[config.mk]
export PLATFORM = sky130hd
export DESIGN_NAME = regfile_2r1w_clr
export DESIGN_NICKNAME = d
export VERILOG_FILES = /design/src/rtl/regfile_pkg.sv /design/src/rtl/regfile_read_port.sv /design/src/rtl/regfile_2r1w_clr.sv
export SDC_FILE = /design/constraint.sdc
export NUM_CORES = 2
export LEC_CHECK = 0
export CORE_MARGIN = 5
export CORE_UTILIZATION = 45
export DETAILED_ROUTE_END_ITERATION = 10
export HOLD_SLACK_MARGIN = 0.1
export SYNTH_ARGS = -nofsm -noshare
export SYNTH_HDL_FRONTEND = slang
export SYNTH_HIERARCHICAL = 1
export SYNTH_SLANG_ARGS = --single-unit
[constraint.sdc]
create_clock -name clk -period 7.3 [get_ports clk]
set_clock_uncertainty 0.05 [all_clocks]
set_input_delay 1.46 -clock clk [delete_from_list [all_inputs] [get_ports clk]]
set_output_delay 1.46 -clock clk [all_outputs]
set_load 0.02 [all_outputs]
[src/rtl/regfile_pkg.sv]
// regfile_pkg: state encoding and constant helpers shared by the register file.
package regfile_pkg;

    typedef enum logic {ST_CLEAR = 1'b0, ST_RUN = 1'b1} state_t;

    // Replicate as {W{zero_bit()}} to build a zero word of any width.
    function automatic logic zero_bit();
        return 1'b0;
    endfunction

endpackage

[src/rtl/regfile_read_port.sv]
// regfile_read_port: asynchronous read mux with zero forcing and optional
// write-first forwarding (REGFILE_BYPASS_EN).
module regfile_read_port #(
    parameter int XLEN     = 32,
    parameter int NREGS    = 32,
    parameter int AW       = $clog2(NREGS),
    parameter int ZERO_REG = 1
) (
    input  logic [XLEN-1:0] mem [NREGS],
    input  logic            run,
    input  logic [AW-1:0]   raddr,
    input  logic            wr_ok,
    input  logic [AW-1:0]   waddr,
    input  logic [XLEN-1:0] wdata,
    output logic [XLEN-1:0] rdata
);
    import regfile_pkg::*;

    logic hit;

`ifdef REGFILE_BYPASS_EN
    assign hit = wr_ok && raddr == waddr;
`else
    logic unused_fwd;
    assign hit = 1'b0;
    assign unused_fwd = ^{wr_ok, waddr, wdata};
`endif

    always_comb begin
        rdata = (!run || (ZERO_REG != 0 && raddr == '0)) ? {XLEN{zero_bit()}} :
                hit ? wdata : mem[raddr];
    end

endmodule

[src/rtl/regfile_2r1w_clr.sv]
// regfile_2r1w_clr: 2-read/1-write register file with a clear sweep after reset
// or on clear_req; REGFILE_BYPASS_EN enables write-to-read forwarding.
module regfile_2r1w_clr #(
    parameter int XLEN     = 32,
    parameter int NREGS    = 32,
    parameter int AW       = $clog2(NREGS),
    parameter int ZERO_REG = 1
) (
    input  logic            clk,
    input  logic            reset,
    input  logic            clear_req,
    output logic            ready,
    input  logic            we,
    input  logic [AW-1:0]   waddr,
    input  logic [XLEN-1:0] wdata,
    input  logic [AW-1:0]   raddr_a,
    output logic [XLEN-1:0] rdata_a,
    input  logic [AW-1:0]   raddr_b,
    output logic [XLEN-1:0] rdata_b,
    output logic            wr_drop
);
    import regfile_pkg::*;

    logic [XLEN-1:0] mem [NREGS];
    state_t          state, state_n;
    logic [AW-1:0]   idx, idx_n;
    logic            clearing, wr_ok, drop_n;

    // NREGS is a power of two, so idx wraps to 0 on its own after the last entry.
    always_comb begin
        clearing = state == ST_CLEAR;
        state_n = clearing ? (&idx ? ST_RUN : ST_CLEAR) : (clear_req ? ST_CLEAR : ST_RUN);
        idx_n = clearing ? idx + 1'b1 : '0;
        wr_ok = we && !clearing && !clear_req && !(ZERO_REG != 0 && waddr == '0);
        drop_n = we && (clearing || clear_req);
    end

    always_ff @(posedge clk) begin
        if (reset) begin
            state <= ST_CLEAR;
            idx <= '0;
            wr_drop <= 1'b0;
        end else begin
            state <= state_n;
            idx <= idx_n;
            wr_drop <= drop_n;
        end
    end

    always_ff @(posedge clk) begin
        if (!reset) begin
            if (clearing)
                mem[idx] <= {XLEN{zero_bit()}};
            else if (wr_ok)
                mem[waddr] <= wdata;
        end
    end

    assign ready = !clearing;

    regfile_read_port #(.XLEN(XLEN), .NREGS(NREGS), .AW(AW), .ZERO_REG(ZERO_REG)) u_rd_a (
        .mem(mem), .run(!clearing), .raddr(raddr_a), .wr_ok(wr_ok),
        .waddr(waddr), .wdata(wdata), .rdata(rdata_a)
    );

    regfile_read_port #(.XLEN(XLEN), .NREGS(NREGS), .AW(AW), .ZERO_REG(ZERO_REG)) u_rd_b (
        .mem(mem), .run(!clearing), .raddr(raddr_b), .wr_ok(wr_ok),
        .waddr(waddr), .wdata(wdata), .rdata(rdata_b)
    );

endmodule

==> out/qor.yml <==
drtIter0Drc: 7290
hold_class: "flop to flop"
wl_per_cell_microns: 41.5
cts-htree-levels: 3
fp.dieH_microns: 375
utilization: 0.508
grt_max_degree: 72
place_inst: 5879
rsz0062_at_grt: "false"
rr_endpoint: "mem[838]$_DFFE_PP_"
maxCapViolCount: 0
fillers: 11200
ctsResizeCount: 0
postCtsSetupBuffers: 0
maxSlewViolCount: 0
port_buffers: 116
end_kind: "output port"
whs_path_depth: 1
numCtsBuffers: 113
antenna_found_initial: 6
r2r_cells: 5
powerDensity_nw_per_um2: 229
r2r_start: "ready$_SDFF_PP0_"
coreArea_sq_um: 132000
syn_nets: 4405
fp.dieW_microns: 375
setup_viol: 0
period_share: 0.881
ff2ff_setup_slack_ns: 3.22
min_period_ns: 6.43
tns_ns: 0
ir_drop_uv: 188
post-route-cell-area_sq_um: 66900
most-common-layout-cells: "edfxtp_1 (1024), o2bb2ai_1 (839), mux2i_1 (512)"
placed_area_sq_um: 63100
dp_hpwl_microns: 146000
start_util: 0.454
critPathLaunchType: "primary input"
grt_pass1_vias: 44600
leakage_nw: 22.7
grt-ovfl-total: 0
fmax_ghz: 0.155
cts-root-buf: "clkbuf_16"
hold_path_startpoint: "idx[0]$_SDFF_PP0_"
vias: 47200
clk_path_buf_depth: 3
layout.cells.non_filler: 6089
grt_first_pass_wirelength_microns: 350000
cts_tree: "yes"
cts-hold-fix-buffers: 0
gp_congestion: 0.935
required_ns: 5.79
syn_to_final_growth_pct: 11.9
grt_usage: 0.345
avgViaCountPerCell: 7.75
rows: 133
ant_nets: 0
clk_latency_ns: 0.73
netlist_area_sq_um: 59800
clk_pin_slew_ns: 0.06
cp_max_fo: 43
slew_headroom: 0.0346
status: "finished, final reports clean"
drc: 0
wirelength_microns: 253000
final_common_cell: "edfxtp_1"
criticalPathCategory: "primary input to output port"
dieArea_sq_um: 140000
drt-pass1-iter-count: 6
final-hold-violation-count: 0
drive_gt1_frac: 0.170
yosys_warnings: 6
whs_ns: 0.452
hold_end: "idx[0]$_SDFF_PP0_"
cts_sinks: 1031
worstMarginPinSlew_ns: 1.44
final_nets: 4295
postSynthCellCount: 4349
pin_count: 117
crit_arrival_ns: 4.92
syn_avg_cell_area_sq_um: 13.8
==> report_power, final <==
part           leakage [nW]  switching [W]  internal, W  total, W
registers              10.1       0.000275      0.00695   0.00723
logic                  10.7        0.00122     0.000804   0.00202
clock network          1.84        0.00256      0.00351   0.00607
==> per-layer routing <==
layer / global-route usage / up-vias / part of all wire
met5: 0 / - / 0.00014
met3: 0.129 / 899 / 0.15
li1: - / 18200 / -
met4: 0.163 / 6 / 0.057
met1: 0.462 / 24000 / 0.37
met2: 0.497 / 4122 / 0.42
==> worst max path at each step <==
stage                           from            endpoint  slack, ns  cells past startpoint
after floorplan             waddr[1]  mem[864]$_DFFE_PP_       2.07                      5
after global placement    raddr_a[2]         rdata_a[25]       1.10                      7
after detailed placement  raddr_a[2]         rdata_a[25]       1.10                      7
after CTS                 raddr_a[2]         rdata_a[25]       1.09                      7
after global routing      raddr_a[2]          rdata_a[0]       0.94                      7
final                     raddr_a[3]         rdata_a[18]       0.87                      5
==> state kept, by name, indices dropped and copies added, names as in the netlist <==
name and count:
mem 1024, idx 5, ready 1, wr_drop 1
==> critical path, stage by stage <==
cell,delay [ns]
buf_4,0.35
buf_4,0.81
nand4_1,0.83
a211oi_1,0.68
clkdlybuf4s50_1,0.70
==> stage by stage <==
step,power [W],setup WS [ns]
after global routing,0.0157,0.936
final,0.0153,0.867
after global placement,0.00922,1.10
after detailed placement,0.00926,1.10
after floorplan,0.00849,2.07
after CTS,0.0152,1.09
==> layout make-up <==
| cell class | instances | area, sq um | area share |
|---|---|---|---|
| flip-flops and latches | 1031 | 30900 | 0.462 |
| multi-input cells | 2769 | 27100 | 0.405 |
| clock buffers | 130 | 2960 | 0.0442 |
| repair buffers | 318 | 2900 | 0.0433 |
| well taps | 1755 | 2200 | 0.0328 |
| clock inverters | 74 | 833 | 0.0125 |
| inverters | 6 | 22.5 | 0.000337 |
| diodes | 6 | 15.0 | 0.000224 |
(Power assumes the default switching activity.)
